### src/rtl/blink_detector.sv
// Blink receiver: synchronizes an asynchronous blink line, measures edge-to-edge
// spacing, locks when it matches the expected half-period and flags a stuck line.
module blink_detector #(
   parameter int CLK_IN   = 300,
   parameter int FREQ_OUT = 5,
   parameter int TOL      = 1,
   parameter int LOCK_CNT = 4,
   parameter int CNT_W    = 32
) (
   input  logic             i_clk,
   input  logic             i_reset_n,
   input  logic             i_en,
   input  logic             i_blink,
   output logic [CNT_W-1:0] o_half_period,
   output logic             o_valid,
   output logic             o_locked,
   output logic             o_stuck
);

   localparam int EXPECTED = CLK_IN / (2 * FREQ_OUT);
   localparam int TIMEOUT  = 4 * EXPECTED;
   localparam int MW       = $clog2(LOCK_CNT + 1);

   localparam logic [CNT_W-1:0] EXP_C     = CNT_W'(EXPECTED);
   localparam logic [CNT_W-1:0] TOL_C     = CNT_W'(TOL);
   localparam logic [CNT_W-1:0] TO_LAST_C = CNT_W'(TIMEOUT - 1);
   localparam logic [MW-1:0]    LOCK_C    = MW'(LOCK_CNT);

   typedef enum logic [1:0] {
      IDLE,
      MEASURE,
      LOCKED
   } state_t;

   state_t           state_q;
   logic             s1_q, s2_q, s3_q;
   logic [CNT_W-1:0] cnt_q, cnt_d;
   logic [MW-1:0]    match_q, match_inc;
   logic             edge_w, in_tol_w, timeout_w;
   logic [CNT_W-1:0] h_w, diff_w;

   // Larger-minus-smaller keeps the distance unsigned with no wrap.
   always_comb begin
      edge_w    = s2_q ^ s3_q;
      h_w       = cnt_q + CNT_W'(1);
      diff_w    = (h_w >= EXP_C) ? (h_w - EXP_C) : (EXP_C - h_w);
      in_tol_w  = (diff_w <= TOL_C);
      timeout_w = (cnt_q == TO_LAST_C);
      match_inc = (match_q == LOCK_C) ? match_q : (match_q + MW'(1));
      cnt_d     = cnt_q;
      if (edge_w)          cnt_d = '0;
      else if (!timeout_w) cnt_d = cnt_q + CNT_W'(1);
   end

   // NOTE: all state and outputs update with non-blocking assignments so every
   // read in this block sees the pre-edge value, independent of statement order.
   always_ff @(posedge i_clk) begin
      if (!i_reset_n) begin
         state_q       <= IDLE;
         s1_q          <= 1'b0;
         s2_q          <= 1'b0;
         s3_q          <= 1'b0;
         cnt_q         <= '0;
         match_q       <= '0;
         o_half_period <= '0;
         o_valid       <= 1'b0;
         o_locked      <= 1'b0;
         o_stuck       <= 1'b0;
      end else begin
         s1_q <= i_blink;
         s2_q <= s1_q;
         s3_q <= s2_q;
         // NOTE: default-low each cycle turns o_valid into a single-cycle pulse.
         o_valid <= 1'b0;
         if (!i_en) begin
            state_q  <= IDLE;
            cnt_q    <= '0;
            match_q  <= '0;
            o_locked <= 1'b0;
            o_stuck  <= 1'b0;
         end else begin
            cnt_q <= cnt_d;
            if (edge_w) o_stuck <= 1'b0;
            case (state_q)
               IDLE: begin
                  if (edge_w) state_q <= MEASURE;
               end
               MEASURE, LOCKED: begin
                  if (edge_w) begin
                     o_half_period <= h_w;
                     o_valid       <= 1'b1;
                     if (in_tol_w) begin
                        match_q <= match_inc;
                        if (state_q == MEASURE && match_inc == LOCK_C) begin
                           state_q  <= LOCKED;
                           o_locked <= 1'b1;
                        end
                     end else begin
                        match_q  <= '0;
                        state_q  <= MEASURE;
                        o_locked <= 1'b0;
                     end
                  end else if (timeout_w) begin
                     state_q  <= IDLE;
                     match_q  <= '0;
                     o_locked <= 1'b0;
                     o_stuck  <= 1'b1;
                  end
               end
               default: state_q <= IDLE;
            endcase
         end
      end
   end

endmodule

### config.mk
export PLATFORM = sky130hd
export DESIGN_NAME = blink_detector
export DESIGN_NICKNAME = d
export VERILOG_FILES = /design/src/rtl/blink_detector.sv
export SDC_FILE = /design/constraint.sdc
export NUM_CORES = 1
export LEC_CHECK = 0
export CAP_MARGIN = 5
export CELL_PAD_IN_SITES_DETAIL_PLACEMENT = 0
export CELL_PAD_IN_SITES_GLOBAL_PLACEMENT = 1
export CORE_MARGIN = 5
export CORE_UTILIZATION = 37
export DETAILED_ROUTE_END_ITERATION = 8
export GPL_TIMING_DRIVEN = 0
export PLACE_DENSITY = 0.73
export SLEW_MARGIN = 20
export SYNTH_ARGS = -nofsm -noshare
export SYNTH_HDL_FRONTEND = slang
export SYNTH_SLANG_ARGS = --single-unit
### constraint.sdc
create_clock -name i_clk -period 9.96 [get_ports i_clk]
set_input_delay 1.992 -clock i_clk [delete_from_list [all_inputs] [get_ports i_clk]]
set_output_delay 1.992 -clock i_clk [all_outputs]
set_load 0.005 [all_outputs]
After elaboration in Yosys (flattened, before gate mapping)
Cells that the tools add are included.
{"block": "word_totals", "register_bits": 75, "output_inout_bits": 35, "wordCells": 59}
{"block": "op_classes", "n_addsub": 4, "magnitude_cmp": 2, "eq_ne": 9, "muxes": 20, "bitwise": 3, "n_reduce_logical": 11}
{"cell": "$add A32 B1 Y32 const B", "count": 1}
{"cell": "$eq A32 B7 Y1 const B", "count": 1}
{"cell": "$ge A32 B5 Y1 const B", "count": 1}
{"cell": "$le A32 B1 Y1 const B", "count": 1}
{"cell": "$mux W32", "count": 1}
{"cell": "$sub A32 B5 Y32 const B", "count": 1}
{"cell": "$sub A5 B32 Y32 const A", "count": 1}
{"cell": "$mux W3", "count": 4}
{"cell": "$reduce_and A3 Y1", "count": 4}
{"cell": "$mux W2", "count": 5}
{"cell": "$mux W1", "count": 9}
{"cell": "$eq A3 B3 Y1 const B", "count": 2}
{"cell": "$ne A4 B4 Y1 const B", "count": 1}
{"cell": "$pmux W2 S2", "count": 1}
{"cell": "$reduce_and A2 Y1", "count": 2}
{"cell": "$add A3 B1 Y3 const B", "count": 1}
{"cell": "$ne A3 B2 Y1 const B", "count": 1}
{"cell": "$ne A3 B3 Y1 const B", "count": 1}
{"cell": "$reduce_or A3 Y1", "count": 1}
{"cell": "$eq A2 B1 Y1 const B", "count": 1}
{"cell": "$eq A2 B2 Y1 const B", "count": 1}
{"cell": "$logic_not A2 Y1", "count": 1}
{"cell": "$ne A2 B2 Y1 const B", "count": 1}
{"cell": "$not A1 Y1", "count": 2}
{"cell": "other kinds (4)", "count": 4}

Longest topological paths before layout
Gate-level depths: netlist of the first run.
{"block": "logic_depth", "depth_word": 8, "depth_mapped": 16}

Least setup slack after synthesis of the first run
No wires, ideal clock.
{"block": "synth_path", "path_type": "register -> register", "from": "register cnt_q[0]", "to": "register match_q[0]", "setup_time_ns": 0.057, "arrival_ns": 3.994, "required_time_ns": 9.903, "path_slack_ns": 5.909, "path_stages_with_launch": 16, "path_cell_list": "dfxtp_1 -> ha_1 -> buf_4 -> xor2_1 -> ha_1 -> clkbuf_1 -> a21boi_0 -> a221oi_1 -> nand4_1 -> nor4_1 -> mux2i_1 -> xnor2_1 -> or4_1 -> or4_1 -> a21oi_1 -> a21o_1"}
{"block": "synth_between", "elab_chain_len": 6, "elab_cells_between_ends": 11}
{"element": "start: declaration", "line_no": "37", "source": "logic [CNT_W-1:0] cnt_q, cnt_d;"}
{"element": "start signal: assignment", "line_no": "82", "source": "cnt_q <= cnt_d;"}
{"element": "$add A32 B1 Y32 (*)", "line_no": "45", "source": "h_w = cnt_q + CNT_W'(1);"}
{"element": "via h_w[2]", "line_no": "40", "source": "logic [CNT_W-1:0] h_w, diff_w;"}
{"element": "$sub A5 B32 Y32, or another cell as far along", "line_no": "46", "source": "diff_w = (h_w >= EXP_C) ? (h_w - EXP_C) : (EXP_C - h_w);"}
{"element": "$mux W32 (*)", "line_no": "46"}
{"element": "$le A32 B1 Y1 (*)", "line_no": "47", "source": "in_tol_w = (diff_w <= TOL_C);"}
{"element": "$mux W3 (*)", "line_no": "92", "source": "if (in_tol_w) begin"}
{"element": "$mux W3 (*)", "line_no": "89", "source": "if (edge_w) begin"}
{"element": "end signal: assignment", "line_no": "93", "source": "match_q <= match_inc;"}
{"element": "end: declaration", "line_no": "38", "source": "logic [MW-1:0] match_q, match_inc;"}
Mark *: on every way through the listed nets, which the timed path passes. The rest lies on a longest branch.
A chain may end at the register's enable or synchronous reset.

Final worst setup path of the first run
{"block": "layout_path", "from": "register cnt_q[1]", "to": "register match_q[0]"}
Same word-level chain as after synthesis.

==> impl_metrics.tcl, run 1 <==
set metrics [dict create \
    maxSlewHeadroom 0.3983 \
    port-buffer-count 37 \
    netlist-cell-type-count 74 \
    synth.area.top_cells "dfxtp_1 31%, o211a_1 6.5%, nand2_1 5.8%, xnor2_1 4.8%, nor2_1 4.7%" \
    placementRows 42 \
    timing.hold.worst_endpoint "s2_q" \
    synth_edf_count 0 \
    cts-root-buf "clkbuf_16" \
    first_global_vias 4517 \
    postSynthRegisterBits 75 \
    postCtsSetupRepairBufs 0 \
    synth_area_leader_cell "dfxtp_1" \
    clock_tree.buffer_depth 2 \
    cp-end-kind "flip-flop" \
    wire_per_inst_um 18.22 \
    syn-mean-instance-area_um2 8.165 \
    multi_input_area_mm2 0.003176 \
    post_cts.resized_instances 0 \
    die_h_um 125.0 \
    vias 4599 \
    route.detailed.vias_per_inst 5.561 \
    postRouteAntennaNets 0 \
    cts.htree.levels 3 \
    initial_core_util 0.3738 \
    async_reset_ff_frac 0 \
    max_freq_ghz 0.1850 \
    fin_hold_ws_ns 0.4300 \
    synth.most_common_cell "nand2_1" \
    r2r-end "match_q[0]" \
    cp.required_ns 10.25 \
    clkSlewWorstSetupHoldPaths_ns 0.06 \
    cp.arrival_ns 5.70 \
    regToRegStartpoint "cnt_q[1]" \
    timing.max_cap.violations 0 \
    synth_ff_type "dfxtp_1" \
    antenna_violations_before_repair 0 \
    totalNegativeSetupSlack_ns 0 \
    peakVddDrop_mv 0.09299 \
    synth-seq-area-share 0.3070 \
    core_mm2 0.01309 \
    power.density_mw_per_mm2 115.0 \
    min_period_over_period 0.5427 \
    placed_cells_incl_taps 812 \
    first_iter_violations 443 \
    worst-slew-pin-transition_ns 0.8962 \
    p_leak_nw 2.447 \
    path_max_fanout 9 \
    cts_hold_buf 0 \
    synth-warning-count 0 \
    final_cells 827 \
    layout-area-overhead-vs-synth_pct 18.37 \
    worstSetupPathType "flip-flop to flip-flop" \
    power_uw 666.0 \
    drc 0 \
    insertion_delay_ns 0.35 \
    r2r_slack_ns 4.55 \
    synth.cells.most_frequent "76 x nand2_1, 75 x dfxtp_1, 61 x nor2_1, 32 x o211a_1, 27 x xnor2_1" \
    ios 39 \
    routed_wl_um 15070 \
    timing.final.max_slew_violations 0 \
    drive_above_1_share 0.09217 \
    delay_of_the_slowest_critical_path_stage_ns 0.66 \
    clock_sinks 75 \
    synth_area_mm2 0.004891 \
    source_of_the_critical_timing_path "cnt_q[1]" \
    setup_violations 0 \
    grt_first_pass_wirelength_um 24520 \
    sequential_cell_area_mm2 0.001501 \
    grt_overflow 0 \
    gpl.final_weighted_congestion 0.9213 \
    class_of_the_tightest_hold_or_removal_check "flip-flop to flip-flop" \
    detailedRoute.firstPassIterationCount 5 \
    critical_path.startpoint_type "flip-flop" \
    worst-r2r-cell-count 15 \
    tritoncts_clock_tree "built" \
    diodes_inserted 0 \
    grt_max_degree 13 \
    hold_path_cells 1 \
    filler_cell_count 1290 \
    rsz_0062_raised_after_global_routing "no" \
    synthDominantCellAreaShare 0.3070 \
    path_buf_inv 2 \
    cpMaxStageDelayCell "nor4_1" \
    status "completed" \
    num-nets-final 662 \
    finClkSkew_ns 0.008750 \
    cts_inserted_buffers 9 \
    final_hold_viol_count 0 \
    critical-path-top-delay-family "simple AND/OR/NAND/NOR gates" \
    dieWidth_um 125.0 \
    synth_cells 599 \
    design.die.area_mm2 0.01562 \
    mapped_nets 614 \
    timing.final.crit_period_ns 5.406 \
    grt_util_all_layers 0.1958 \
    dpl.hpwl_um 11840 \
    timing.critical_path.cells "ha_1, buf_4, xor2_1, ha_1, clkbuf_1, a21boi_0, a221oi_1, nand4_1, nor4_1, mux2i_1, xnor2_1, or4_1, or4_1, a21oi_1, a21o_1" \
    hold_start "s1_q" \
]
-- cell type report --
type	count	share of cell area
Buffer	36	0.02918
Clock buffer	10	0.03955
Clock inverter	5	0.01362
Inverter	12	0.007780
Multi-Input combinational cell	476	0.5485
Sequential cell	75	0.2593
Tap cell	176	0.03804
Timing Repair Buffer	37	0.06397
-- cell families (layout without fill, tap and decap cells) --
group | count (synthesis) | after routing | share of synthesized area
simple gates | 285 | 285 | 0.3095
compound gates | 120 | 120 | 0.2013
xor+xnor | 51 | 51 | 0.09133
mux | 9 | 9 | 0.01893
flops | 75 | 75 | 0.3070
buf+inv | 48 | 100 | 0.04374
fa+ha+maj | 11 | 11 | 0.02814
-- registers in the layout (all words and copies together), names as in the netlist --
| register | flops |
|---|---|
| s2_q | 1 |
| state_q | 2 |
| s1_q | 1 |
| match_q | 3 |
| cnt_q | 32 |
| o_locked | 1 |
| s3_q | 1 |
| o_valid | 1 |
| o_half_period | 32 |
| o_stuck | 1 |
-- metal layers --
metal / share of wire / routed length [µm] / up-vias / GRT usage
met2: 0.45 / 6742 / 153 / 0.3110
met1: 0.47 / 7081 / 2145 / 0.2581
met5: 0 / 0 / - / 0
met3: 0.053 / 796 / 31 / 0.04606
met4: 0.030 / 448 / 0 / 0.07653
li1: - / - / 2270 / -
-- placed cells by master, fill, tap and decap left out, types with 4 or more instances in the layout --
master | Yosys | final
nand2_1 | 76 | 76
dfxtp_1 | 75 | 75
nor2_1 | 61 | 61
clkdlybuf4s50_1 | 0 | 37
o211a_1 | 32 | 32
xnor2_1 | 27 | 27
nand3_1 | 26 | 26
xor2_1 | 24 | 24
a21oi_1 | 23 | 23
clkbuf_1 | 20 | 21
nor3_1 | 20 | 20
nand4_1 | 17 | 17
and3_1 | 14 | 14
inv_1 | 12 | 12
nor4_1 | 12 | 12
and2_1 | 11 | 11
ha_1 | 11 | 11
buf_2 | 9 | 9
o21ai_0 | 9 | 9
clkbuf_16 | 0 | 9
mux2i_1 | 7 | 7
a211oi_1 | 7 | 7
buf_4 | 6 | 6
nor2b_1 | 6 | 6
or3_1 | 5 | 5
a31oi_1 | 5 | 5
and4_1 | 4 | 4
nor4b_1 | 4 | 4
a21boi_0 | 4 | 4
o21a_1 | 4 | 4
-- report_power, final --
| part | internal (mW) | switching [mW] |
|---|---|---|
| sequential | 0.302 | 0.00214 |
| clock | 0.217 | 0.125 |
| combinational | 0.00696 | 0.0122 |
-- through the flow --
step	area (µm²)	setup slack (ns)	util
final	5789	4.555	0.4424
after global routing	5789	4.341	0.4424
after CTS	5789	4.697	0.4424
after detailed placement	5482	4.729	0.4189
after global placement	5482	4.692	0.4189
after floorplan	4891	5.909	-
-- worst max-delay path by stage --
stage	slack, ns	cells after the start	endpoint
2_1_floorplan	5.91	15	match_q[0]
3_3_place_gp	4.69	15	match_q[0]
3_5_place_dp	4.73	15	match_q[1]
4_1_cts	4.70	15	match_q[1]
5_1_grt	4.34	15	match_q[0]
6_report	4.55	15	match_q[0]
Power figures use the tool's default switching activity.
==> run 2, diff against run 1 <==
--- a/config.mk
+++ b/config.mk
@@ -12,7 +12,7 @@
 export CORE_UTILIZATION = 37
 export DETAILED_ROUTE_END_ITERATION = 8
 export GPL_TIMING_DRIVEN = 0
-export PLACE_DENSITY = 0.73
+export PLACE_DENSITY = 0.76
 export SLEW_MARGIN = 20
 export SYNTH_ARGS = -nofsm -noshare
 export SYNTH_HDL_FRONTEND = slang
==> constraint.sdc (replaced) <==
create_clock -name i_clk -period 4.9 [get_ports i_clk]
set_input_delay 0.98 -clock i_clk [delete_from_list [all_inputs] [get_ports i_clk]]
set_output_delay 0.98 -clock i_clk [all_outputs]
set_load 0.005 [all_outputs]
==> run 2 against run 1 <==
  * Sequential power is 100% higher
  * Setup slack worse by 4.3 ns
  * Utilization is 0.42 points higher
  * Sequential share of layout area is 0.24 points lower
  * Power is 94% higher
  * Clock skew is 0.0017 ns higher
  * Clock power is 85% higher
  * Critical path depth is 1 lower
  * Maximum frequency is 17% higher
  * Combinational power is 100% higher
==> impl_metrics.tcl, run 2 (synthesized netlist as in run 1, its figures left out) <==
set metrics [dict create \
    finClkSkew_ns 0.01040 \
    first_iter_violations 420 \
    clock_power_share 0.491 \
    internal-power_uw 999.5 \
    net-switching-power_uw 290.9 \
    seq_power_share 0.479 \
    critical_path.startpoint_type "flip-flop" \
    reg.largest.list "cnt_q: 32 flops, o_half_period: 32 flops, match_q: 3 flops" \
    status "completed" \
    worst-slew-pin-transition_ns 0.9298 \
    cts_inserted_buffers 9 \
    grt_overflow 0 \
    grt_first_pass_wirelength_um 24150 \
    cpMaxStageDelayCell "or4_1" \
    routed_wl_um 15320 \
    first_global_vias 4491 \
    max_freq_ghz 0.2161 \
    cp.required_ns 5.19 \
    insertion_delay_ns 0.34 \
    p_sw_frac 0.2254 \
    met3_wirelength_um 922 \
    core_mm2 0.01309 \
    route.detailed.vias_per_inst 5.658 \
    port-buffer-count 37 \
    r2r-end "match_q[0]" \
    min_period_over_period 0.9443 \
    tritoncts_clock_tree "built" \
    final_hold_viol_count 0 \
    fin_hold_ws_ns 0.4280 \
    cp-end-kind "flip-flop" \
    layout_commonest_cell "nand2_1" \
    wl_met2_um 6830 \
    clkSlewWorstSetupHoldPaths_ns 0.06 \
    p_leak_nw 2.467 \
    grt_util_all_layers 0.1928 \
    power.density_mw_per_mm2 220.8 \
    class_of_the_tightest_hold_or_removal_check "flip-flop to flip-flop" \
    clock_sinks 75 \
    vias 4679 \
    finalCoreUtilization 0.4466 \
    ios 39 \
    finalInstanceArea_mm2 0.005844 \
    crit_path_frequent_cell "ha_1" \
    placementRows 42 \
    clock_tree.buffer_depth 2 \
    gpl.final_weighted_congestion 0.9234 \
    wire_per_inst_um 18.52 \
    grt_max_degree 14 \
    cts-root-buf "clkbuf_16" \
    dpl.hpwl_um 11830 \
    worst-r2r-cell-count 14 \
    diodes_inserted 0 \
    regToRegStartpoint "cnt_q[0]" \
    setup_violations 0 \
    initial_core_util 0.3738 \
    cts.htree.levels 3 \
    final_cells 827 \
    num-nets-final 661 \
    antenna_violations_before_repair 0 \
    postRouteAntennaNets 0 \
    r2r_slack_ns 0.27 \
    setup_slack_ns 0.2727 \
    timing.final.crit_period_ns 4.627 \
    hold_path_cells 1 \
    design.die.area_mm2 0.01562 \
    timing.hold.worst_endpoint "s2_q" \
    timing.final.max_slew_violations 0 \
    met1_length_um 7058 \
    path_max_fanout 10 \
    drive_above_1_share 0.1060 \
    timing.critical_path.cells "ha_1, buf_4, xor2_2, ha_1, a21boi_0, a221oi_2, nand4_1, nor4_4, o21a_1, nand3_1, or4b_1, or4_1, a21oi_1, a21o_1" \
    maxSlewHeadroom 0.3757 \
    die_h_um 125.0 \
    timing.max_cap.violations 0 \
    rsz_0062_raised_after_global_routing "no" \
    detailedRoute.firstPassIterationCount 7 \
    peakVddDrop_mv 0.2939 \
    dp_slack_ns -0.2683 \
    worstSetupPathType "flip-flop to flip-flop" \
    layout-area-overhead-vs-synth_pct 19.49 \
    drc 0 \
    top_library_cells_by_usage_in_the_layout_fill_and_taps_aside "76 x nand2_1, 75 x dfxtp_1, 61 x nor2_1, 37 x clkdlybuf4s50_1, 32 x o211a_1" \
    comb_power_share 0.030 \
    top_signal_layer_used "met4" \
    placed_cells_incl_taps 812 \
    delay_of_the_slowest_critical_path_stage_ns 0.58 \
    placedInstanceArea_mm2 0.005482 \
    hold_start "s1_q" \
    cp.arrival_ns 4.92 \
    dieWidth_um 125.0 \
]
run 2: timing repair:
| item | CTS | global route |
|---|---|---|
| setup endpoints to repair | 3 | 6 |
| gates resized for setup | 2 | 8 |
| hold buffers | 0 | 0 |
| setup buffers | 0 | 0 |
| pin swaps | 0 | 2 |
run 2: cell type report:
class                      instances  area [µm²]
fill                            1326        7241
multi-input combinational        476        3253
sequential                        75        1501
timing repair buffer              37       370.4
clock buffer                      11       252.7
tap                              176       220.2
buffer                            35       165.2
inverter                          12       45.04
clock inverter                     5       36.28
run 2: layer usage:
layer | vias up | global-route usage
met3 | 28 | 0.04136
li1 | 2277 | -
met4 | 0 | 0.07079
met2 | 160 | 0.3091
met5 | - | 0
met1 | 2214 | 0.2560
run 2: critical path: cells and delay by family (launching register included):
kind	cells	cell delay [ns]
AND/OR/NAND/NOR	5	1.75
AO/OA/AOI/OAI	5	1.10
adder cells (fa/ha/maj)	2	0.65
flip-flops	1	0.56
XOR/XNOR	1	0.34
buffers and inverters	1	0.18
run 2: worst max path at each step:
stage	startpoint	to	cells after the start
5_1_grt	cnt_q[0]	match_q[0]	15
6_report	cnt_q[0]	match_q[0]	14
3_5_place_dp	cnt_q[0]	match_q[0]	15
4_1_cts	cnt_q[0]	match_q[0]	14
3_3_place_gp	cnt_q[0]	match_q[1]	15
2_1_floorplan	cnt_q[0]	match_q[0]	15
run 2: stage by stage:
stage	power (mW)	TNS, ns
CTS	1.310	0
global placement	0.6692	-0.5927
finish	1.290	0
global route	1.341	0
detailed placement	0.6700	-0.5382
floorplan	0.6547	0
run 2: power groups by stage:
stage	clock (mW)	sequential, mW	combinational [mW]
after floorplan	0	0.630	0.0248
final	0.634	0.618	0.0390
after CTS	0.653	0.617	0.0395
after global routing	0.679	0.617	0.0442
after global placement	0	0.631	0.0383
after detailed placement	0	0.631	0.0390
